<file path="src/rtl/sysbus_pkg.sv">
// rtl/sysbus_pkg.sv - shared Sysbus arbiter types and constants (see SYSBUS_ARB_FIXED_PRIO_EN in sysbus_arbiter)
package sysbus_pkg;

  typedef enum logic [1:0] {
    IDLE = 2'd0,
    REQ  = 2'd1,
    RESP = 2'd2
  } state_t;

  localparam int LINE_BYTES       = 64;
  localparam int LINE_OFFSET_BITS = $clog2(LINE_BYTES);

  localparam int REQ_FETCH = 0;
  localparam int REQ_PTW   = 1;
  localparam int REQ_DATA  = 2;

  // Sysbus.defs encodings: read command in bit 12, memory space in bits 11:8
  localparam logic       SYSBUS_READ     = 1'b1;
  localparam logic [3:0] SYSBUS_MEMORY   = 4'b0001;
  localparam logic [12:0] SYSBUS_READ_TAG = {SYSBUS_READ, SYSBUS_MEMORY, 8'h00};

endpackage

</file>
<file path="src/rtl/sysbus_arbiter_rr_grant.sv">
// rtl/sysbus_arbiter_rr_grant.sv - combinational requester picker; fixed priority ptw>data>fetch under SYSBUS_ARB_FIXED_PRIO_EN
module sysbus_arbiter_rr_grant
  import sysbus_pkg::*;
#(
  parameter int N_REQ = 3,
  localparam int PW = (N_REQ > 1) ? $clog2(N_REQ) : 1
) (
  input  logic [N_REQ-1:0] i_valid,
  input  logic [PW-1:0]    i_ptr,
  output logic [N_REQ-1:0] o_grant,
  output logic [PW-1:0]    o_idx
);

`ifdef SYSBUS_ARB_FIXED_PRIO_EN
  // Walker first so translation can always make progress
  logic w_unused_ptr;
  assign w_unused_ptr = ^i_ptr;

  always_comb begin
    o_grant = '0;
    o_idx   = '0;
    if (i_valid[REQ_PTW]) begin
      o_idx            = PW'(REQ_PTW);
      o_grant[REQ_PTW] = 1'b1;
    end else if (i_valid[REQ_DATA]) begin
      o_idx             = PW'(REQ_DATA);
      o_grant[REQ_DATA] = 1'b1;
    end else if (i_valid[REQ_FETCH]) begin
      o_idx              = PW'(REQ_FETCH);
      o_grant[REQ_FETCH] = 1'b1;
    end
  end
`else
  always_comb begin
    logic w_found;
    int   cand;
    o_grant = '0;
    o_idx   = '0;
    w_found = 1'b0;
    cand    = 0;
    for (int off = 0; off < N_REQ; off++) begin
      cand = int'(i_ptr) + off;
      if (cand >= N_REQ) cand = cand - N_REQ;
      if (!w_found && i_valid[PW'(cand)]) begin
        w_found              = 1'b1;
        o_idx                = PW'(cand);
        o_grant[PW'(cand)]   = 1'b1;
      end
    end
  end
`endif

endmodule

</file>
<file path="src/rtl/sysbus_arbiter.sv">
// rtl/sysbus_arbiter.sv - read-line Sysbus arbiter; define SYSBUS_ARB_FIXED_PRIO_EN for fixed priority grant
module sysbus_arbiter
  import sysbus_pkg::*;
#(
  parameter int BUS_DATA_WIDTH = 64,
  parameter int BUS_TAG_WIDTH  = 13,
  parameter int N_REQ          = 3,
  parameter int BEATS          = 8
) (
  input  logic                        clk,
  input  logic                        reset,
  input  logic [N_REQ-1:0]            req_valid,
  input  logic [N_REQ*BUS_DATA_WIDTH-1:0] req_addr,
  output logic [N_REQ-1:0]            req_ready,
  output logic [N_REQ-1:0]            resp_valid,
  output logic [BUS_DATA_WIDTH-1:0]   resp_data,
  output logic                        resp_last,
  input  logic [N_REQ-1:0]            resp_ready,
  output logic                        bus_reqcyc,
  output logic [BUS_DATA_WIDTH-1:0]   bus_req,
  output logic [BUS_TAG_WIDTH-1:0]    bus_reqtag,
  input  logic                        bus_reqack,
  input  logic                        bus_respcyc,
  output logic                        bus_respack,
  input  logic [BUS_DATA_WIDTH-1:0]   bus_resp,
  input  logic [BUS_TAG_WIDTH-1:0]    bus_resptag
);

  localparam int PW     = (N_REQ > 1) ? $clog2(N_REQ) : 1;
  localparam int BEAT_W = (BEATS > 1) ? $clog2(BEATS) : 1;

  state_t                      r_state;
  logic [PW-1:0]               r_owner;
  logic [BEAT_W-1:0]           r_beat;
  logic                        r_bus_reqcyc;
  logic [BUS_DATA_WIDTH-1:0]   r_bus_req;
  logic [N_REQ-1:0]            w_gnt_oh;
  logic [PW-1:0]               w_gnt_idx;
  logic [PW-1:0]               w_rr_ptr;
  logic [N_REQ-1:0]            w_owner_oh;
  logic                        w_beat_xfer;
  logic                        w_last_beat;
  logic                        w_unused;

`ifdef SYSBUS_ARB_FIXED_PRIO_EN
  assign w_rr_ptr = '0;
`else
  logic [PW-1:0] r_rr;
  assign w_rr_ptr = r_rr;
`endif

  sysbus_arbiter_rr_grant #(.N_REQ(N_REQ)) u_grant (
    .i_valid (req_valid),
    .i_ptr   (w_rr_ptr),
    .o_grant (w_gnt_oh),
    .o_idx   (w_gnt_idx)
  );

  assign w_owner_oh  = {{(N_REQ-1){1'b0}}, 1'b1} << r_owner;
  assign w_last_beat = (r_beat == BEAT_W'(BEATS-1));
  assign bus_respack = (r_state == RESP) && bus_respcyc && resp_ready[r_owner];
  assign w_beat_xfer = bus_respcyc && bus_respack;

  assign req_ready   = (r_state == REQ && bus_reqack) ? w_owner_oh : '0;
  assign resp_valid  = (r_state == RESP && bus_respcyc) ? w_owner_oh : '0;
  assign resp_data   = bus_resp;
  assign resp_last   = (r_state == RESP) && w_last_beat;
  assign bus_reqcyc  = r_bus_reqcyc;
  assign bus_req     = r_bus_req;
  assign bus_reqtag  = BUS_TAG_WIDTH'(SYSBUS_READ_TAG);

  assign w_unused = ^{bus_resptag, w_gnt_oh};

  always_ff @(posedge clk) begin
    if (reset) begin
      r_state      <= IDLE;
      r_owner      <= PW'(REQ_FETCH);
      r_beat       <= '0;
      r_bus_reqcyc <= 1'b0;
      r_bus_req    <= '0;
`ifndef SYSBUS_ARB_FIXED_PRIO_EN
      r_rr         <= '0;
`endif
    end else begin
      case (r_state)
        IDLE: begin
          if (|req_valid) begin
            r_owner      <= w_gnt_idx;
            r_bus_req    <= {req_addr[w_gnt_idx*BUS_DATA_WIDTH + LINE_OFFSET_BITS +: (BUS_DATA_WIDTH-LINE_OFFSET_BITS)],
                             {LINE_OFFSET_BITS{1'b0}}};
            r_bus_reqcyc <= 1'b1;
            r_state      <= REQ;
          end
        end
        REQ: begin
          if (bus_reqack) begin
            r_bus_reqcyc <= 1'b0;
            r_beat       <= '0;
            r_state      <= RESP;
          end
        end
        RESP: begin
          if (w_beat_xfer) begin
            r_beat <= w_last_beat ? '0 : r_beat + 1'b1;
            if (w_last_beat) begin
              r_state <= IDLE;
`ifndef SYSBUS_ARB_FIXED_PRIO_EN
              // Rotate past the finished owner so the others get the next turn
              r_rr    <= (r_owner == PW'(N_REQ-1)) ? '0 : r_owner + 1'b1;
`endif
            end
          end
        end
        default: r_state <= IDLE;
      endcase
    end
  end

endmodule

</file>
<file path="config.mk">
export PLATFORM = sky130hd
export DESIGN_NAME = sysbus_arbiter
export DESIGN_NICKNAME = d
export VERILOG_FILES = /design/src/rtl/sysbus_pkg.sv /design/src/rtl/sysbus_arbiter_rr_grant.sv /design/src/rtl/sysbus_arbiter.sv
export SDC_FILE = /design/constraint.sdc
export NUM_CORES = 1
export LEC_CHECK = 0
export ABC_AREA = 1
export BUFFER_PORTS_ARGS = -buffer_cell sky130_fd_sc_hd__buf_2
export CAP_MARGIN = 20
export CORE_AREA = 2 2 164 166
export CTS_BUF_LIST = sky130_fd_sc_hd__clkbuf_8
export DETAILED_ROUTE_END_ITERATION = 10
export DIE_AREA = 0 0 166 168
export HOLD_SLACK_MARGIN = 0.15
export MAX_ROUTING_LAYER = met4
export REMOVE_ABC_BUFFERS = 1
export SYNTH_ARGS = -nofsm -noshare
export SYNTH_HDL_FRONTEND = slang
export SYNTH_HIERARCHICAL = 1
export SYNTH_SLANG_ARGS = --single-unit
</file>
<file path="constraint.sdc">
create_clock -name clk -period 2.76 [get_ports clk]
set_clock_uncertainty 0.05 [all_clocks]
set_input_delay 0.552 -clock clk [delete_from_list [all_inputs] [get_ports clk]]
set_output_delay 0.552 -clock clk [all_outputs]
set_load 0.01 [all_outputs]
</file>
Yosys cells after proc, flatten, opt, wreduce, memory -nomap -nowiden
Cells that the tools add are included.
- add/subtract/negate cells: 8
- $lt $le $gt $ge: 7
- reductions and logical operators: 18
- shifts and indexed selects: 2
- mux-type cells: 34
- eq/ne operators: 8
- operator list (kind ; number):
    variable part select 192 x 10 -> 58 bit ; 1
    two-way mux 2 bit ; 11
    two-way mux 3 bit ; 5
    < comparator 2 x 4 -> 1 bit (second input constant) ; 3
    two-way mux 1 bit ; 11
    adder 8 x 3 -> 9 bit (second input constant) ; 1
    AND reduction 3 bit ; 3
    binary-select mux 1 bit (select 2 bit) ; 4
    != test 2 bit (second input constant) ; 4
    logical AND 1 bit ; 7
    greater-or-equal comparator 3 x 2 -> 1 bit (second input constant) ; 2
    one-hot mux 2 bit (3 select lines) ; 1
    one-hot mux 3 bit (2 select lines) ; 1
    equality test 2 bit (second input constant) ; 2
    AND reduction 4 bit ; 1
    nonzero test 2 bit ; 2
    subtractor 2 x 1 -> 2 bit (second input constant) ; 2
    adder 2 x 1 -> 3 bit (second input constant) ; 1
    adder 2 x 2 -> 3 bit (second input constant) ; 1
    adder 3 x 1 -> 3 bit (second input constant) ; 1
    equality test 3 bit (second input constant) ; 1
    < comparator 2 x 3 -> 1 bit (second input constant) ; 1
    OR reduction 3 bit ; 1
    left shift 1 x 2 -> 3 bit (first input constant) ; 1
    other kinds (8) ; 9
- output and inout bits: 150
- input bits: 279
- bits in registers: 68

Depth between registers and ports, before layout
Gate-level depths: netlist (run 1).
- depth after elaboration: 14
- depth in mapped cells: 18

Hierarchy
The synthesis (run 1) kept the hierarchy.
- by module, submodules not included (module ; times used ; area each (um^2) ; cells an instance):
    sysbus_arbiter ; 1 ; 4366.7 ; 668
    sysbus_arbiter_rr_grant ; 1 ; 310.3 ; 60

Least setup slack after synthesis (run 1)
No wires, ideal clock.
- path type: reg2reg
- start: register r_rr[0]
- end: register r_bus_req[12], in the netlist bus_req[12]
- setup time: 0.122 ns
- arrival: 1.962 ns
- setup slack: 0.627 ns
- required time: 2.588 ns
- stages on the path, launching flop included: 15
- clock period less this slack: 2.133 ns
- cell sequence: dfxtp_1 -> inv_1 -> ha_1 -> buf_4 -> o21ai_1 -> nand2_1 -> nand4_1 -> nand2_1 -> buf_4 -> buf_6 -> buf_4 -> nor2_1 -> nor2_1 -> o21ai_0 -> a21oi_1
- longest elaborated chain between the ends: 14
- elaborated cells on any way between the ends: 31
- those cells by class: add/sub: 6; order compare: 3; shift: 1; mux: 17; reduce/logical: 4
- ends and longest elaborated chain (what ; line ; text):
    from (decl) ; sysbus_arbiter.sv:48 ; logic [PW-1:0] r_rr;
    from (signal assigned) ; sysbus_arbiter.sv:109 ; r_rr <= (r_owner == PW'(N_REQ-1)) ? '0 : r_owner + 1'b1;
    branches (longest 11 deep; another with adder 2 x 1 -> 3 bit) ; n/a ;
    two-way mux 2 bit (*) ; sysbus_arbiter_rr_grant.sv:44 ; if (!w_found && i_valid[PW'(cand)]) begin
    named net w_gnt_idx[0] ; sysbus_arbiter.sv:38 ; logic [PW-1:0] w_gnt_idx;
    adder 8 x 3 -> 9 bit (*) ; sysbus_arbiter.sv:89 ; r_bus_req <= {req_addr[w_gnt_idx*BUS_DATA_WIDTH + LINE_OFFSET_BITS +: (BUS_DATA_WIDTH-LINE_OFFSET_BITS)],
    variable part select 192 x 10 -> 58 bit (*) ; sysbus_arbiter.sv:89 ;
    to (signal assigned) ; sysbus_arbiter.sv:89 ;
    to (decl) ; sysbus_arbiter.sv:36 ; logic [BUS_DATA_WIDTH-1:0] r_bus_req;
Mark *: on every way through the listed nets, which the timed path passes. The select of a mux whose other input is x is not followed.
A chain may end at the register's enable or synchronous reset.

Final worst setup path (run 1)
- start: register r_rr[0]
- end: register r_bus_req[43], in the netlist bus_req[43]
The elaborated chain is that of the path after synthesis.

==> impl_metrics.json, run 1 <==
{
  "yosys_warnings": 6,
  "track_usage": 0.1566,
  "cts_hold_buf": 0,
  "cp.required_ns": 3.00,
  "crit_type": "register to register",
  "grt_pass1_wl_mm": 31.12,
  "first_pass_iters": 5,
  "finalSetupTns_ns": 0,
  "layout-drive-gt1-share": 0.3449,
  "wl_per_cell_microns": 17.76,
  "rows": 60,
  "grt_use_met1": 0.1697,
  "fillers": 3009,
  "drt_iter0_drc": 226,
  "fp.coreArea_sq_um": 26350,
  "htree_levels": 3,
  "cp.buffers_inverters": 4,
  "multi_input_area_sq_um": 2253,
  "period_share": 0.8906,
  "cts_max_path_buffers": 2,
  "routabilityCongestion": 0.8680,
  "postRouteWirelength_mm": 21.89,
  "cpMostUsedCell": "nand2_1",
  "combPwrFrac": 0.338,
  "cp_cell_sequence": "inv_1 > ha_2 > inv_2 > nand2_1 > nand3_1 > nand2_1 > nand3_2 > nand2_1 > inv_1 > nand2_4 > nor2_4 > buf_12 > nand2_1 > o21ai_1 > nand2_1 > a21oi_1",
  "max_freq_mhz": 406.8,
  "leakage_nw": 2.925,
  "hold_depth": 2,
  "crit_path_start_kind": "register",
  "cts_root_buf": "clkbuf_8",
  "ff2ff_path_depth": 16,
  "crit_fanout": 29,
  "cts_tree": "built",
  "vias": 5225,
  "status": "finished, final reports clean",
  "rrSetupSlack_ns": 0.30,
  "swShare": 0.3658,
  "grt.busiest_layer": "met2",
  "antenna_found_initial": 2,
  "final-hold-violation-count": 0,
  "holdPathEnd": "bus_req[63]$_SDFFE_PP0P_",
  "hpwl_mm": 17.31,
  "worstMarginPinSlew_ns": 0.6430,
  "powerDensity_nw_per_um2": 543.2,
  "grt_overflow": 0,
  "area_delta_synth_final_pct": 27.04,
  "use_met3": 0.1523,
  "finalSetupViolCount": 0,
  "fin_crit_ns": 2.458,
  "max-cap-violations": 0,
  "min_from": "bus_req[63]$_SDFFE_PP0P_",
  "critical_path.max_stage_delay_ns": 0.38,
  "cp_top_family": "simple AND/OR/NAND/NOR gates",
  "internal-power_w": 0.002027,
  "final_antenna_net_count": 0,
  "power.total_w": 0.003196,
  "hold_path_class": "register to register",
  "pwr-share-clk": 0.277,
  "numCtsBuffers": 9,
  "route.detailed.drc": 0,
  "grt_pass1_vias": 4759,
  "clk_pin_slew_ns": 0.08,
  "syn-cell-area_sq_um": 4632,
  "die_area_sq_um": 27890,
  "via_per_inst": 4.238,
  "seq_area_sq_um": 1361,
  "syn-instance-count": 717,
  "cts_sinks": 68,
  "rsz0062_at_grt": "false",
  "postSynthAreaPerCell_sq_um": 6.460,
  "cp_data_arrival_time_ns": 2.70,
  "dp_cells": 1215,
  "nNetsFinal": 1170,
  "port_buffers": 250,
  "peakVddDrop_v": 0.0002106,
  "worstReg2RegStart": "r_rr[0]$_SDFFE_PP0P_",
  "insertion_delay_ns": 0.35,
  "dieWidth_microns": 166,
  "crit_path_end_kind": "register",
  "grt_max_degree": 60,
  "power_switching_w": 0.001169,
  "seq_power_share": 0.385,
  "r2r_end": "bus_req[43]$_SDFFE_PP0P_",
  "die_y_microns": 168,
  "drv_slew": 0,
  "grt_use_met2": 0.2019,
  "io_pins": 429,
  "initial_core_util": 0.1758,
  "cpMaxStageDelayCell": "dfxtp_1",
  "stdcell_count": 1233,
  "slew_headroom": 0.5713
}
power groups by stage:
stage / Combinational (W) / Clock, W / Sequential [W]
after global placement: 0.00109 / 0 / 0.00125
after floorplan: 0.000503 / 0 / 0.00132
after detailed placement: 0.00110 / 0 / 0.00125
final: 0.00108 / 0.000884 / 0.00123
after CTS: 0.00111 / 0.000947 / 0.00123
after global routing: 0.00122 / 0.000980 / 0.00125
per-layer routing:
| layer | part of all wire | vias up |
|---|---|---|
| li1 | - | 2554 |
| met1 | 0.39 | 2289 |
| met2 | 0.39 | 362 |
| met3 | 0.22 | 20 |
| met4 | 0.011 | 0 |
| met5 | 0 | - |
cell usage in the layout (no fill, tap or decap), drive strengths merged:
cell type,n
buf,270
o21ai,121
nand2,110
a21oi,104
nor2,98
dfxtp,68
inv,55
conb,19
nand3,16
clkbuf,11
ha,6
nand4,4
diode,2
nor3,2
clkinv,2
nor3b,1
bufinv,1
clkinvlp,1
a31oi,1
metrics by stage:
step / area [sq um] / worst slack [ns] / utilization / hold WS, ns
2_1_floorplan: 3807 / -0.8919 / - / 0.4339
3_3_place_gp: 5670 / 0.2487 / 0.2152 / 0.3997
3_5_place_dp: 5670 / 0.2336 / 0.2152 / 0.4035
4_1_cts: 5873 / 0.1794 / 0.2229 / 0.3686
5_1_grt: 5884 / 0.01673 / 0.2233 / 0.4018
6_report: 5884 / 0.3019 / 0.2233 / 0.4134
registers in the layout, indices dropped and copies added, names as in the netlist:
signal	count
bus_reqcyc	1
r_owner	2
r_state	2
r_rr	2
r_beat	3
bus_req	58
tightest hold or removal path: cells and delay by family (launching register included):
family	cells	cell delay [ns]
and+or+nand+nor	1	0.06
AOI/OAI and AO/OA	1	0.05
DFF	1	0.31
worst max-delay path by stage:
stage / startpoint / end / depth (start not counted)
3_5_place_dp: r_rr[0]$_SDFFE_PP0P_ / bus_req[32]$_SDFFE_PP0P_ / 13
3_3_place_gp: r_rr[0]$_SDFFE_PP0P_ / bus_req[32]$_SDFFE_PP0P_ / 13
2_1_floorplan: r_rr[0]$_SDFFE_PP0P_ / bus_req[22]$_SDFFE_PP0P_ / 15
5_1_grt: r_rr[0]$_SDFFE_PP0P_ / bus_req[43]$_SDFFE_PP0P_ / 12
6_report: r_rr[0]$_SDFFE_PP0P_ / bus_req[43]$_SDFFE_PP0P_ / 16
4_1_cts: r_rr[0]$_SDFFE_PP0P_ / bus_req[43]$_SDFFE_PP0P_ / 16
repair_timing:
item                                    CTS  global route
setup buffers                             0             0
endpoints found under the setup margin    0            16
resized for setup                         0             2
hold endpoints to repair                  0             0
final cells by class:
class | count | share of cell area
inverters | 54 | 0.03487
clock inverters | 5 | 0.008718
clock buffers | 11 | 0.02573
diodes | 2 | 0.0008505
flip-flops and latches | 68 | 0.2313
well taps | 341 | 0.07251
repair buffers | 270 | 0.2430
multi-input cells | 482 | 0.3829
Power figures use the tool's default switching activity.
==> inputs of run 2 (changes only) <==
- ABC_AREA: 1 -> not set
- CORE_AREA: 2 2 164 166 -> 2 2 169 171
- DIE_AREA: 0 0 166 168 -> 0 0 171 173
- PLACE_DENSITY_LB_ADDON: not set -> 0.12
==> run 2 against run 1 <==
Against the previous run: core utilization down 1.4 points; worst hold slack worse by 0.049 ns; via count fell by 19%; clock power fell by 3.3%; largest power group unchanged.
==> impl_metrics.json, run 2 <==
{
  "cts_sinks": 68,
  "stdcell_count": 1109,
  "final_common_cell": "buf_2",
  "antenna_found_initial": 1,
  "fin_crit_ns": 2.509,
  "layout-drive-gt1-share": 0.3877,
  "route.detailed.drc": 0,
  "crit_path_end_kind": "register",
  "cp_data_arrival_time_ns": 2.72,
  "rsz0062_at_grt": "false",
  "cts_resized": 0,
  "largest_reg_flops": 58,
  "die_y_microns": 173,
  "grt_max_degree": 96,
  "cts_max_path_buffers": 2,
  "seq_area_sq_um": 1361,
  "multi_input_area_sq_um": 2288,
  "clk_pin_slew_ns": 0.08,
  "powerDensity_nw_per_um2": 488.3,
  "worstMarginPinSlew_ns": 0.6957,
  "critical_path.max_stage_delay_ns": 0.40,
  "max-cap-violations": 0,
  "io_pins": 429,
  "postRouteWirelength_mm": 23.03,
  "postSynthAreaPerCell_sq_um": 7.887,
  "cp.depth": 11,
  "dp_cells": 1092,
  "vias": 4232,
  "peakVddDrop_v": 0.0002030,
  "hold_path_class": "input port to register",
  "max_freq_mhz": 398.5,
  "port_buffers": 250,
  "htree_levels": 3,
  "fillers": 3196,
  "initial_core_util": 0.1599,
  "cp_cell_sequence": "inv_1 > ha_1 > mux2i_2 > or2_1 > a21oi_1 > a21oi_4 > buf_12 > nor2b_4 > buf_12 > a21oi_1 > a211oi_1",
  "r2r_end": "bus_req[36]$_SDFFE_PP0P_",
  "finalSetupViolCount": 0,
  "cts_tree": "built",
  "period_share": 0.9092,
  "grt_pass1_vias": 4080,
  "final_antenna_net_count": 0,
  "track_usage": 0.1548,
  "grt_pass1_wl_mm": 31.09,
  "crit_path_start_kind": "register",
  "yosys_warnings": 6,
  "syn-cell-area_sq_um": 4417,
  "grt_overflow": 0,
  "hold_slack_ns": 0.3646,
  "power.total_w": 0.002828,
  "crit_fanout": 34,
  "cp.buffers_inverters": 3,
  "insertion_delay_ns": 0.35,
  "drv_slew": 0,
  "rrSetupSlack_ns": 0.25,
  "routabilityCongestion": 0.8181,
  "leakage_nw": 2.758,
  "die_area_sq_um": 29580,
  "holdPathEnd": "r_state[0]$_SDFFE_PP0P_",
  "nNetsFinal": 1012,
  "min_from": "bus_reqack",
  "wl_per_cell_microns": 20.77,
  "rows": 61,
  "hpwl_mm": 19.74,
  "numCtsBuffers": 9,
  "dieWidth_microns": 171,
  "critPathLaunch": "r_rr[1]$_SDFFE_PP0P_",
  "syn-instance-count": 560,
  "hold_depth": 2,
  "status": "finished, final reports clean",
  "finalSetupTns_ns": 0,
  "cp.required_ns": 2.97,
  "ff2ff_path_depth": 11,
  "crit_type": "register to register",
  "final-hold-violation-count": 0,
  "final_cell_mix": "buf_2, nor2_1, dfxtp_1, mux2i_1, a21oi_1",
  "drt_iter0_drc": 107,
  "cp_top_family": "compound AO/OA/AOI/OAI gates",
  "slew_headroom": 0.5362,
  "area_delta_synth_final_pct": 31.10,
  "cts_root_buf": "clkbuf_8",
  "worstReg2RegStart": "r_rr[1]$_SDFFE_PP0P_",
  "via_per_inst": 3.816,
  "fp.coreArea_sq_um": 27630,
  "first_pass_iters": 4,
  "cpMaxStageDelayCell": "dfxtp_1"
}
run 2: worst reg2reg max path, cell delays in order (launching register included):
cell and delay, ns:
dfxtp_1 0.40, inv_1 0.08, ha_1 0.24, mux2i_2 0.17, or2_1 0.26, a21oi_1 0.23
a21oi_4 0.08, buf_12 0.18, nor2b_4 0.17, buf_12 0.20, a21oi_1 0.11, a211oi_1 0.24
run 2: cell type report:
type	instances	share of cell area
well taps	378	0.08168
multi-input cells	378	0.3952
inverters	5	0.003241
clock buffers	11	0.02615
repair buffers	265	0.2515
diodes	1	0.0004322
flip-flops and latches	68	0.2351
clock inverters	3	0.006698
run 2: routing by layer:
| metal | wire length (microns) | global-route usage | vias to the layer above |
|---|---|---|---|
| met5 | 0 | - | - |
| met4 | 238 | 0.03001 | 0 |
| met3 | 6070 | 0.1849 | 12 |
| met2 | 10660 | 0.2465 | 270 |
| met1 | 6068 | 0.1096 | 1785 |
| li1 | - | - | 2165 |
run 2: how the worst max path moves through the flow:
stage / to / slack (ns)
floorplan: bus_req[10]$_SDFFE_PP0P_ / -6.07
global route: bus_req[28]$_SDFFE_PP0P_ / 0.02
CTS: bus_req[57]$_SDFFE_PP0P_ / 0.16
finish: bus_req[36]$_SDFFE_PP0P_ / 0.25
global placement: bus_req[57]$_SDFFE_PP0P_ / 0.15
detailed placement: bus_req[57]$_SDFFE_PP0P_ / 0.17
run 2: repair_timing:
| action | CTS | global route |
|---|---|---|
| hold endpoints to repair | 0 | 0 |
| buffers inserted | 0 | 1 |
| hold buffers | 0 | 0 |
| endpoints found under the setup margin | 0 | 3 |
run 2: where the power goes:
| group | total [W] | leakage, nW | switching [W] | internal [W] |
|---|---|---|---|---|
| Combinational | 0.000818 | 2.09 | 0.000450 | 0.000368 |
| Sequential | 0.00116 | 0.564 | 0.0000581 | 0.00110 |
| Clock | 0.000855 | 0.102 | 0.000402 | 0.000453 |
| Total | 0.00283 | 2.76 | 0.000910 | 0.00192 |
run 2: stage by stage:
stage          cell area (sq um)  worst slack [ns]  utilization
3_3_place_gp                5565            0.1509       0.2014
4_1_cts                     5756            0.1597       0.2083
2_1_floorplan               3643            -6.070            -
6_report                    5791            0.2506       0.2096
3_5_place_dp                5565            0.1743       0.2014
5_1_grt                     5791           0.02310       0.2096
==> inputs of run 3 (changes only) <==
- CORE_AREA: 2 2 169 171 -> 2 2 164 166
- CTS_BUF_LIST: sky130_fd_sc_hd__clkbuf_8 -> not set
- DIE_AREA: 0 0 171 173 -> 0 0 166 168
- clock period: 2.76 -> 3 ns (I/O delays scaled with it)
==> run 3 against run 2 <==
Against the previous run: sequential share of layout area decreased by 0.071 points; maximum frequency decreased by 1.3%; worst hold slack improved by 0.056 ns; sequential power decreased by 9%; via count increased by 0.78%; first-iteration DRC count increased by 6.5%; final cell count decreased by 3.3%; non-clock buffer count decreased by 3; wire length increased by 5.4%; count of clock-buffer cells in the layout decreased by 2.
==> impl_metrics.json, run 3 (synthesized netlist as in run 2, its figures left out) <==
{
  "final_cell_mix": "buf_2, nor2_1, dfxtp_1, mux2i_1, a21oi_1",
  "grt_pass1_wl_mm": 33.39,
  "vias": 4265,
  "rsz0062_at_grt": "false",
  "clk_pin_slew_ns": 0.06,
  "fin_crit_ns": 2.544,
  "grt_max_degree": 74,
  "max-cap-violations": 0,
  "crit_path_start_kind": "register",
  "power.total_w": 0.002978,
  "crit_path_end_kind": "register",
  "worstMarginPinSlew_ns": 0.5605,
  "die_y_microns": 168,
  "cpMaxStageDelayCell": "dfxtp_1",
  "rows": 60,
  "cp.buffers_inverters": 2,
  "max_freq_mhz": 393.1,
  "finalSetupTns_ns": 0,
  "nNetsFinal": 1009,
  "htree_levels": 3,
  "setup_slack_ns": 0.4564,
  "critPathLaunch": "r_rr[1]$_SDFFE_PP0P_",
  "worstReg2RegStart": "r_rr[1]$_SDFFE_PP0P_",
  "r2r_end": "bus_req[16]$_SDFFE_PP0P_",
  "area_delta_synth_final_pct": 31.50,
  "leakage_nw": 2.780,
  "drt_iter0_drc": 114,
  "port_buffers": 250,
  "cts_root_buf": "clkbuf_16",
  "seq_area_sq_um": 1361,
  "hpwl_mm": 20.62,
  "cts_sinks": 68,
  "hold_path_class": "input port to register",
  "min_from": "bus_reqack",
  "via_per_inst": 3.979,
  "multi_input_area_sq_um": 2288,
  "dieWidth_microns": 166,
  "period_share": 0.8479,
  "cts_tree": "built",
  "crit_fanout": 39,
  "io_pins": 429,
  "hold_depth": 2,
  "routabilityCongestion": 0.8198,
  "holdPathEnd": "r_state[0]$_SDFFE_PP0P_",
  "cts_resized": 0,
  "track_usage": 0.1759,
  "critical_path.max_stage_delay_ns": 0.34,
  "final_common_cell": "buf_2",
  "insertion_delay_ns": 0.34,
  "cts_max_path_buffers": 2,
  "rrSetupSlack_ns": 0.46,
  "finalSetupViolCount": 0,
  "final-hold-violation-count": 0,
  "ff2ff_path_depth": 11,
  "status": "finished, final reports clean",
  "first_pass_iters": 4,
  "cts_hold_buf": 0,
  "fp.coreArea_sq_um": 26350,
  "cp.required_ns": 3.15,
  "post_cts_buffers": 0,
  "grt_overflow": 0,
  "die_area_sq_um": 27890,
  "layout-drive-gt1-share": 0.3882,
  "drv_slew": 0,
  "grt_pass1_vias": 4236,
  "postRouteWirelength_mm": 24.27,
  "cpMostUsedCell": "a21oi_1",
  "peakVddDrop_v": 0.0002417,
  "crit_type": "register to register",
  "final_antenna_net_count": 0,
  "largest_reg_flops": 58,
  "powerDensity_nw_per_um2": 512.7,
  "cp_cell_sequence": "inv_1 > ha_1 > mux2i_2 > or2_1 > a21oi_1 > a21oi_4 > buf_12 > mux2i_1 > nor2_1 > a21oi_1 > a211oi_1",
  "route.detailed.drc": 0,
  "antenna_found_initial": 2,
  "numCtsBuffers": 9,
  "cp_data_arrival_time_ns": 2.70,
  "slew_headroom": 0.6263,
  "initial_core_util": 0.1676,
  "dp_slack_ns": 0.3600,
  "cp_top_family": "compound AO/OA/AOI/OAI gates",
  "wl_per_cell_microns": 22.64,
  "fillers": 2949
}
[run 3: report_power, final]
group          total [W]  switching [W]  internal [W]
sequential       0.00106      0.0000520       0.00101
combinational   0.000738       0.000409      0.000328
clock            0.00118       0.000452      0.000726
total            0.00298       0.000913       0.00206
[run 3: layer usage]
metal / track usage / vias to the layer above / wire (microns)
met5: - / - / 0
met4: 0.02911 / 0 / 147
met3: 0.2033 / 12 / 6211
met2: 0.2921 / 277 / 11730
met1: 0.1225 / 1817 / 6176
li1: - / 2159 / -
[run 3: how the worst max path moves through the flow]
stage | endpoint | cells past startpoint | slack (ns)
after global placement | bus_req[16]$_SDFFE_PP0P_ | 11 | 0.39
after floorplan | bus_req[10]$_SDFFE_PP0P_ | 9 | -5.83
after CTS | bus_req[16]$_SDFFE_PP0P_ | 11 | 0.38
final | bus_req[16]$_SDFFE_PP0P_ | 11 | 0.46
after global routing | bus_req[16]$_SDFFE_PP0P_ | 11 | 0.22
after detailed placement | bus_req[16]$_SDFFE_PP0P_ | 10 | 0.36
[run 3: layout make-up]
class | instances | area share
inverter | 5 | 0.003231
multi-input combinational | 378 | 0.3940
clock buffer | 9 | 0.03878
clock inverter | 7 | 0.01573
antenna | 2 | 0.0008617
timing repair buffer | 262 | 0.2396
tap | 341 | 0.07346
sequential | 68 | 0.2344
[run 3: stage by stage]
stage | std cells | cell area, sq um | util | hold slack [ns]
6_report | 1072 | 5808 | 0.2204 | 0.4207
5_1_grt | 1072 | 5808 | 0.2204 | 0.4211
4_1_cts | 1070 | 5803 | 0.2202 | 0.4027
3_5_place_dp | 1054 | 5487 | 0.2082 | 0.4218
3_3_place_gp | 1054 | 5487 | 0.2082 | 0.4251
2_1_floorplan | 451 | 3643 | - | 0.3794
